File: config.mk
export PLATFORM = sky130hd
export DESIGN_NAME = ppm_cpa_serial
export DESIGN_NICKNAME = d
export VERILOG_FILES = /design/src/rtl/ppm_cpa_serial.sv
export SDC_FILE = /design/constraint.sdc
export NUM_CORES = 1
export LEC_CHECK = 0
export BUFFER_PORTS_ARGS = -buffer_cell sky130_fd_sc_hd__buf_2
export CAP_MARGIN = 5
export CORE_MARGIN = 2
export CORE_UTILIZATION = 40
export CTS_BUF_LIST = sky130_fd_sc_hd__clkbuf_2
export DETAILED_ROUTE_END_ITERATION = 12
export MAX_ROUTING_LAYER = met4
export PLACE_DENSITY = 0.71
export REMOVE_ABC_BUFFERS = 1
export SLEW_MARGIN = 5
export SYNTH_ARGS = -nofsm -noshare
export SYNTH_HDL_FRONTEND = slang
export SYNTH_SLANG_ARGS = --single-unit
File: constraint.sdc
create_clock -name clk -period 3.25 [get_ports clk]
set_clock_uncertainty 0.1 [all_clocks]
set_input_delay 0.65 -clock clk [delete_from_list [all_inputs] [get_ports clk]]
set_output_delay 0.65 -clock clk [all_outputs]
set_load 0.02 [all_outputs]
File: src/rtl/ppm_cpa_serial.sv
// Digit-serial carry-propagate adder closing the partial-product multiplier:
// sums the compressor tree's sum and carry rows CHUNK bits per cycle.
module ppm_cpa_serial #(
    parameter int WIDTH = 32,
    parameter int CHUNK = 8
) (
    input  logic             clk,
    input  logic             rst_n,
    input  logic             in_valid,
    output logic             in_ready,
    input  logic [WIDTH-1:0] in_sum,
    input  logic [WIDTH-1:0] in_carry,
    output logic             out_valid,
    input  logic             out_ready,
    output logic [WIDTH-1:0] out_result,
    output logic             out_cout
);
    localparam int K  = WIDTH / CHUNK;
    localparam int IW = (K > 1) ? $clog2(K) : 1;
    localparam logic [WIDTH-1:0] CMASK = WIDTH'({CHUNK{1'b1}});

    typedef enum logic [1:0] {IDLE, ADD, DONE} state_t;

    state_t           state;
    logic [WIDTH-1:0] op_s, op_c, res_q, res_nxt;
    logic [IW-1:0]    idx;
    logic             carry;
    logic [31:0]      sh;
    logic [CHUNK-1:0] csum;
    logic             cout_c;
    logic             last;

    assign sh   = 32'(idx) * 32'(CHUNK);
    assign last = (idx == IW'(K - 1));

    // One CHUNK-bit adder; shifts select the active slice so K = 1 needs no special case.
    always_comb begin
        {cout_c, csum} = {1'b0, CHUNK'(op_s >> sh)} + {1'b0, CHUNK'(op_c >> sh)}
                       + {{CHUNK{1'b0}}, carry};
        res_nxt = (res_q & ~(CMASK << sh)) | (WIDTH'(csum) << sh);
    end

    always_ff @(posedge clk or negedge rst_n) begin
        if (!rst_n) begin
            state      <= IDLE;
            in_ready   <= 1'b1;
            out_valid  <= 1'b0;
            out_result <= '0;
            out_cout   <= 1'b0;
            idx        <= '0;
            carry      <= 1'b0;
            op_s       <= '0;
            op_c       <= '0;
            res_q      <= '0;
        end else begin
            case (state)
                IDLE: if (in_valid && in_ready) begin
                    op_s     <= in_sum;
                    op_c     <= in_carry;
                    idx      <= '0;
                    carry    <= 1'b0;
                    in_ready <= 1'b0;
                    state    <= ADD;
                end
                ADD: begin
                    res_q <= res_nxt;
                    carry <= cout_c;
                    idx   <= idx + 1'b1;
                    // Outputs update only here, so they hold through the next operation.
                    if (last) begin
                        out_result <= res_nxt;
                        out_cout   <= cout_c;
                        out_valid  <= 1'b1;
                        state      <= DONE;
                    end
                end
                DONE: if (out_valid && out_ready) begin
                    out_valid <= 1'b0;
                    in_ready  <= 1'b1;
                    state     <= IDLE;
                end
                default: state <= IDLE;
            endcase
        end
    end
endmodule
Yosys cells after proc, flatten, opt, wreduce, memory -nomap -nowiden
Cells that the tools add are included.
{"block": "op_classes", "addsub": 3, "eq_ne": 6, "n_shift": 4, "mux": 13, "n_bitwise": 3, "n_reduce_logical": 12}
{"operator": "32-bit by 5-bit >> shifter with 8-bit output", "n": 2}
{"operator": "32-bit bitwise AND", "n": 1}
{"operator": "32-bit inverter", "n": 1}
{"operator": "32-bit OR", "n": 1}
{"operator": "8-bit by 5-bit << shifter with 32-bit output", "n": 1}
{"operator": "8-bit by 5-bit << shifter with 32-bit output, first input constant", "n": 1}
{"operator": "8-bit by 8-bit adder with 9-bit output", "n": 1}
{"operator": "9-bit by 1-bit adder with 9-bit output", "n": 1}
{"operator": "3-bit AND reduction", "n": 3}
{"operator": "2-bit two-way mux", "n": 4}
{"operator": "2-bit inequality test, second input constant", "n": 3}
{"operator": "1-bit one-hot mux with 2 select lines", "n": 3}
{"operator": "2-bit one-hot mux with 3 select lines", "n": 1}
{"operator": "2-bit AND reduction", "n": 3}
{"operator": "2-bit nonzero test", "n": 3}
{"operator": "2-bit == test, second input constant", "n": 2}
{"operator": "1-bit two-way mux", "n": 4}
{"operator": "2-bit one-hot mux with 2 select lines", "n": 1}
{"operator": "2-bit by 1-bit adder with 2-bit output, second input constant", "n": 1}
{"operator": "2-bit by 1-bit == test with 1-bit output, second input constant", "n": 1}
{"operator": "1-bit logical AND", "n": 2}
{"operator": "2-bit logical NOT", "n": 1}
{"block": "totals", "reg_bits": 136, "inputBits": 68, "elab_cells": 51}

Logic depth before layout (Yosys ltp)
Gate-level depths: netlist of the first run.
{"block": "depth", "word_depth": 5, "mapped_depth": 11, "mapped_depth_nobuf": 9}

Worst setup path before layout of the first run
Ideal clock, no wire load.
{"block": "synth_path", "path_type": "register to register", "start": "register idx[0]", "end": "register res_q[23]", "arrival_time_ps": 2887, "t_required_ps": 3029, "setup_slack_ps": 142, "path_stages_with_launch": 10, "path_cell_list": "dfrtp_1 buf_2 buf_2 mux4_2 fa_1 a211oi_2 o21ai_2 or3_1 and3_4 a22o_1"}
{"block": "synth_via", "elab_chain_cells": 5, "elab_cells_between_ends": 9, "cone_classes": "2 x add/sub; 4 x shift; 3 x bitwise"}
{"element": "start, declared", "line": "26", "text": "logic [IW-1:0] idx;"}
{"element": "start signal, assigned", "line": "68", "text": "idx <= idx + 1'b1;"}
{"element": "32-bit by 5-bit >> shifter with 8-bit output", "line": "38", "text": "{cout_c, csum} = {1'b0, CHUNK'(op_s >> sh)} + {1'b0, CHUNK'(op_c >> sh)}"}
{"element": "8-bit by 8-bit adder with 9-bit output", "line": "38"}
{"element": "9-bit by 1-bit adder with 9-bit output", "line": "39", "text": "+ {{CHUNK{1'b0}}, carry};"}
{"element": "8-bit by 5-bit << shifter with 32-bit output", "line": "40", "text": "res_nxt = (res_q & ~(CMASK << sh)) | (WIDTH'(csum) << sh);"}
{"element": "32-bit OR *", "line": "40"}
{"element": "end signal, assigned", "line": "66", "text": "res_q <= res_nxt;"}
{"element": "end, declared", "line": "25", "text": "logic [WIDTH-1:0] op_s, op_c, res_q, res_nxt;"}
Every way passes the cells marked *; elsewhere a longest branch is shown, timed or not.
A chain may end at the register's enable or synchronous reset.

Final worst setup path of the first run
{"block": "layout_path", "start": "register idx[0]", "end": "register out_result[22]"}
{"block": "layout_via", "elab_chain_cells": 5, "elab_cells_between_ends": 11, "cone_classes": "2 x add/sub; 1 x eq/ne; 4 x shift; 3 x bitwise; 1 x reduce/logical"}
{"element": "32-bit by 5-bit >> shifter with 8-bit output", "line": "38"}
{"element": "8-bit by 8-bit adder with 9-bit output", "line": "38"}
{"element": "9-bit by 1-bit adder with 9-bit output", "line": "39"}
{"element": "8-bit by 5-bit << shifter with 32-bit output", "line": "40"}
{"element": "32-bit OR", "line": "40"}
{"element": "end signal, assigned", "line": "71", "text": "out_result <= res_nxt;"}
{"element": "end, declared", "line": "15", "text": "output logic [WIDTH-1:0] out_result,"}
Parallel ways exist; a longest one is shown, timed or not.

==> results of run 1 <==
==> flip-flops by register name (all words and copies together), names as in the netlist <==
signal      cells
carry           1
idx             2
in_ready        1
op_c           32
op_s           32
out_cout        1
out_result     32
out_valid       1
res_q          24
state           2
==> through the flow <==
| stage | setup TNS, ns | total power [W] | util |
|---|---|---|---|
| floorplan | -122.31 | 0.00162 | - |
| global route | 0 | 0.00278 | 0.514 |
| global placement | 0 | 0.00170 | 0.466 |
| CTS | 0 | 0.00268 | 0.500 |
| finish | 0 | 0.00266 | 0.514 |
| detailed placement | 0 | 0.00170 | 0.466 |
==> worst max-delay path: stages, from the launching register on <==
cell and delay, ns:
dfrtp_1 0.47, buf_4 0.22, mux4_2 0.52, fa_1 0.44, inv_1 0.09, fa_1 0.20, nor2b_1 0.07, o211ai_1 0.22
a31oi_1 0.19, a21o_1 0.25, o21ai_0 0.20
==> final timing paths <==
kind	start	endpoint	slack (ns)	cells past startpoint
worst max-delay path	idx[0]$_DFFE_PN0P_	out_result[22]$_DFFE_PN0P_	0.22	10
worst max register to register	idx[0]$_DFFE_PN0P_	out_result[22]$_DFFE_PN0P_	0.22	10
max in group asynchronous	rst_n	out_result[7]$_DFFE_PN0P_	1.75	3
worst min register to register	res_q[17]$_DFFE_PN0P_	res_q[17]$_DFFE_PN0P_	0.40	2
min in group asynchronous	rst_n	op_c[7]$_DFFE_PN0P_	0.41	2
worst min-delay path	in_sum[13]	op_s[13]$_DFFE_PN0P_	0.08	2
==> final cells by class <==
type                            instances  share of cell area
Clock buffer                           17              0.0118
Clock inverter                         15              0.0202
Inverter                               11             0.00574
Multi-Input combinational cell        288               0.336
Timing Repair Buffer                  157               0.149
Sequential cell                       128               0.446
Tap cell                              180              0.0313
==> synth_stat cells, drive strengths merged (2+ instances only) <==
library cell    n
a21o            3
nor2b           2
nand2          35
or3             2
o21ai          28
nand3           2
clkbuf          4
xnor2           3
fa              2
xor2            2
dfrtp         127
mux4           16
a22oi           3
a22o           23
ha             11
nor3            2
o31ai           4
nand2b          2
inv            11
mux2           65
a221oi         10
o211ai          2
nor2           35
a21oi          18
and3           10
buf            19
==> power by group through the flow <==
stage | sequential [W] | combinational, W | clock (W)
6_report | 0.00159 | 0.000117 | 0.000945
5_1_grt | 0.00160 | 0.000131 | 0.00105
4_1_cts | 0.00159 | 0.000101 | 0.000980
3_5_place_dp | 0.00162 | 0.0000789 | 0
3_3_place_gp | 0.00162 | 0.0000762 | 0
2_1_floorplan | 0.00162 | 0.00000141 | 0
==> metal layers <==
layer  vias up  share of wire
met5         -              0
met4         0          0.013
met3        17          0.047
met2       120           0.50
met1      2070           0.44
li1       1952              -
==> kinds of logic after synthesis <==
kind of cell	after synthesis	synth area share
AND/OR/NAND/NOR	94	0.0738
flip-flops	128	0.556
buffers and inverters	34	0.0278
multiplexers	82	0.191
AO/OA/AOI/OAI	94	0.113
XOR/XNOR	5	0.00760
adder cells (fa/ha/maj)	13	0.0308
==> what timing repair did <==
action,CTS,global route
setup endpoints to repair,0,5
resized for setup,0,2
hold endpoints to repair,71,19
setup buffers,0,0
hold buffers,24,19
==> flow_summary.toml, run 1 <==
[sta]
period_needed_ns = 3.03
slew-limit-headroom = 0.410
rsz0062_at_grt = "no"
timing.hold.ws_ns = 0.0818
hold_violations = 0
setup_viol = 0
clock.fmax_ghz = 0.330
fin_ws_ns = 0.221
worstMarginPinSlew_ns = 0.879
fin_crit_sh = 0.932
finalMaxSlewViolations = 0

[global_routing]
use_met1 = 0.244
grt_start_max_net_pins = 81
grt_use_met3 = 0.0499
track_usage = 0.193
grt_antenna_before_repair = 0
busiest_layer = "met2"
grt_overflow = 0
grt_pass1_vias = 4318
grt_use_met2 = 0.302
grt_pass1_wl_um = 21600

[power_and_ir_drop]
max-vdd-ir-drop_v = 0.000224
p_leak_nw = 3.66
power.density_mw_per_mm2 = 369
p_comb_frac = 0.044
pwr-share-seq = 0.600
clock_power_share = 0.356
power.switching_w = 0.000651
intPower_w = 0.00201
sw_frac_of_total = 0.245

[placement]
dpl_worst_slack_ns = 0.133
place.gp.congestion = 0.845
placed_area_mm2 = 0.00652
place_inst = 721
dp_hpwl_um = 9560
port_buffers = 102

[flow_run]
cap_violations = 0

[drt]
routed_wl_um = 13400
drt_iter0_drc = 307
num_vias = 4159
first_pass_iters = 5
ant_nets = 0
via_per_inst = 5.22
wl_per_cell_um = 16.8
drc = 0

[floorplan]
die_h_um = 124
die_area_mm2 = 0.0154
initial_utilization = 0.412
rows = 43
coreArea_mm2 = 0.0140
fp.dieW_um = 124
ioPinCount = 103

[yosys]
synth.distinct_cells = 43
synth-edff-count = 0
synth-warning-count = 0
synthTopCellsByArea = "dfrtp_1 (55%), mux2_2 (13%), mux4_2 (6.3%), a22o_1 (3.0%), ha_1 (2.4%)"
netlist.area_leader.share = 0.551
synth.cell_area_mm2 = 0.00576
yosys.area.top_type = "dfrtp_1"
syn_avg_cell_area_um2 = 12.8
synth-seq-cells = 128
ys.flop_type = "dfrtp_1"
ys_seq_area_frac = 0.556
async_flop_share = 1.00
synthCells = 450

[setup_path]
critical_path_arrival_ns = 3.55
crit_type = "flop to flop"
worstSetupEndpointType = "flop"
startpoint_type = "flop"
path_max_fanout = 8
required_ns = 3.77

[layout]
multi_input_area_mm2 = 0.00242
diodes = 0
layout_commonest_cell = "dfrtp_1"
register_area_mm2 = 0.00320
post-route-cell-area_mm2 = 0.00719
final_cells = 796
fillers = 1224
layout_common_cells = "dfrtp_1 (127), buf_2 (101), mux2_2 (65), dlygate4sd3_1 (43), nor2_1 (35)"
fin_nets = 684
drive_above_1_share = 0.386
syn_to_final_growth_pct = 24.8

[clock_network]
cts_root_buf = "clkbuf_2"
cts.sinks = 128
cts.path.max_buffers = 2
clk_latency_ns = 0.70
cts.htree.levels = 4
cts_tree = "done"
cts-buffers-inserted = 17
clk_pin_slew_worst_paths_ns = 0.20

[run_status]
status = "completed"

[min_path]
min_path_type = "input pin to flop"
No activity file was read; power rests on OpenSTA's default activity.
==> run 2, diff against run 1 <==
- CORE_UTILIZATION: 40 -> 52
- PLACE_DENSITY: 0.71 -> 0.86
==> flow_summary.toml, run 2 (synthesis gave the netlist of run 1 again) <==
[layout]
diodes = 0
layout_commonest_cell = "dfrtp_1"
layout_common_cells = "dfrtp_1 (127), buf_2 (101), mux2_2 (65), nor2_1 (35), nand2_1 (34)"
final_cells = 712
fin_nets = 641
top_regs = "op_c: 32 flops, op_s: 32 flops, out_result: 32 flops"
drive_above_1_share = 0.411
syn_to_final_growth_pct = 16.5

[setup_path]
r2r_end = "res_q[22]$_DFFE_PN0P_"
rrSetupSlack_ns = 0.24
required_ns = 3.76
path_buf_inv = 1
crit_chain = "mux4_2 > fa_1 > inv_1 > fa_1 > nor2b_1 > o211ai_1 > a31oi_1 > a21oi_1 > a22o_1"
path_max_fanout = 12
crit_type = "flop to flop"
cp_top_family = "compound AO/OA/AOI/OAI gates"
reg2reg_depth = 9
startpoint_type = "flop"
worstSetupEndpointType = "flop"
timing.rr.start = "idx[1]$_DFFE_PN0P_"
path_common_cell = "fa_1"
cp_slowest_cell = "dfrtp_1"
critical_path_arrival_ns = 3.52
cpPeakStageDelay_ns = 0.69

[power_and_ir_drop]
max-vdd-ir-drop_v = 0.000353
power.density_mw_per_mm2 = 399
p_leak_nw = 3.48

[global_routing]
grt_pass1_wl_um = 21400
grt_antenna_before_repair = 0
grt_pass1_vias = 4326
grt_start_max_net_pins = 68
track_usage = 0.243
grt_overflow = 0

[run_status]
status = "completed"

[min_path]
hp-start = "in_sum[8]"
holdPathStages = 2
min_to = "op_s[8]$_DFFE_PN0P_"
min_path_type = "input pin to flop"

[sta]
fin_tns_setup_ns = 0
period_needed_ns = 3.01
rsz0062_at_grt = "no"
worstMarginPinSlew_ns = 0.754
setup_viol = 0
slew-limit-headroom = 0.493
clock.fmax_ghz = 0.333
hold_violations = 0
fin_crit_sh = 0.925
finalMaxSlewViolations = 0

[clock_network]
cts_tree = "done"
clk_latency_ns = 0.68
cts.sinks = 128
ctsHoldBuffers = 1
cts.path.max_buffers = 2
cts-buffers-inserted = 17
ctsResizeCount = 0
clk_pin_slew_worst_paths_ns = 0.19
cts.htree.levels = 4
cts_root_buf = "clkbuf_2"
cts_setup_buffers = 0

[floorplan]
die_h_um = 109
fp.dieW_um = 109
coreArea_mm2 = 0.0108
rows = 38
ioPinCount = 103
die_area_mm2 = 0.0119
initial_utilization = 0.532

[drt]
drc = 0
num_vias = 4173
first_pass_iters = 5
drt_iter0_drc = 255
via_per_inst = 5.86
ant_nets = 0
routed_wl_um = 12900
wl_per_cell_um = 18.1

[placement]
place_inst = 680
port_buffers = 102
dp_hpwl_um = 9440
place.gp.congestion = 0.913

[flow_run]
cap_violations = 0
==> run 2: changes by cell type in the layout (fill, tap and decap cells not counted), sizes merged <==
cell | before | now
dlygate4sd3 | 43 | 1
buf | 114 | 113
bufinv | 2 | 3
clkinv | 9 | 8
clkinvlp | 3 | 2
==> run 2: cell type report <==
type | instances | area (µm²)
fill | 821 | 4130
sequential | 128 | 3200
multi-input combinational | 288 | 2410
timing repair buffer | 114 | 631
tap | 140 | 175
clock inverter | 14 | 168
clock buffer | 17 | 85.1
inverter | 11 | 41.3
==> run 2: where the power goes <==
group / switching (W) / total, W / internal, W
clock network: 0.000583 / 0.00101 / 0.000424
registers: 0 / 0.00159 / 0.00159
logic: 0.0000454 / 0.0000787 / 0.0000332
total: 0.000629 / 0.00268 / 0.00205
==> run 2: how the worst max path moves through the flow <==
stage | start | end | slack (ns) | cells after the start
floorplan | in_valid | op_c[0]$_DFFE_PN0P_ | -1.83 | 3
global placement | idx[0]$_DFFE_PN0P_ | res_q[23]$_DFFE_PN0P_ | 0.38 | 8
detailed placement | idx[0]$_DFFE_PN0P_ | res_q[23]$_DFFE_PN0P_ | 0.28 | 8
CTS | idx[1]$_DFFE_PN0P_ | res_q[22]$_DFFE_PN0P_ | 0.26 | 9
global route | idx[0]$_DFFE_PN0P_ | res_q[22]$_DFFE_PN0P_ | 0.07 | 8
finish | idx[1]$_DFFE_PN0P_ | res_q[22]$_DFFE_PN0P_ | 0.24 | 9
==> run 2: metal layers <==
metal,wire length (µm),global-route usage,share of wire,vias to the layer above
li1,-,-,-,1866
met1,5410,0.317,0.42,2086
met4,306,0.0904,0.024,0
met2,6320,0.378,0.49,189
met3,848,0.0520,0.066,32
met5,0,-,0,-
==> run 2: stage by stage <==
| step | util | power, W | setup WS (ns) | instance area [µm²] | hold WS [ns] |
|---|---|---|---|---|---|
| after global routing | 0.619 | 0.00279 | 0.0680 | 6710 | 0.0456 |
| after floorplan | - | 0.00162 | -1.83 | 5640 | 0.254 |
| after detailed placement | 0.595 | 0.00170 | 0.280 | 6450 | 0.367 |
| final | 0.619 | 0.00268 | 0.244 | 6710 | 0.0988 |
| after global placement | 0.595 | 0.00170 | 0.376 | 6450 | 0.353 |
| after CTS | 0.619 | 0.00270 | 0.260 | 6710 | 0.0437 |
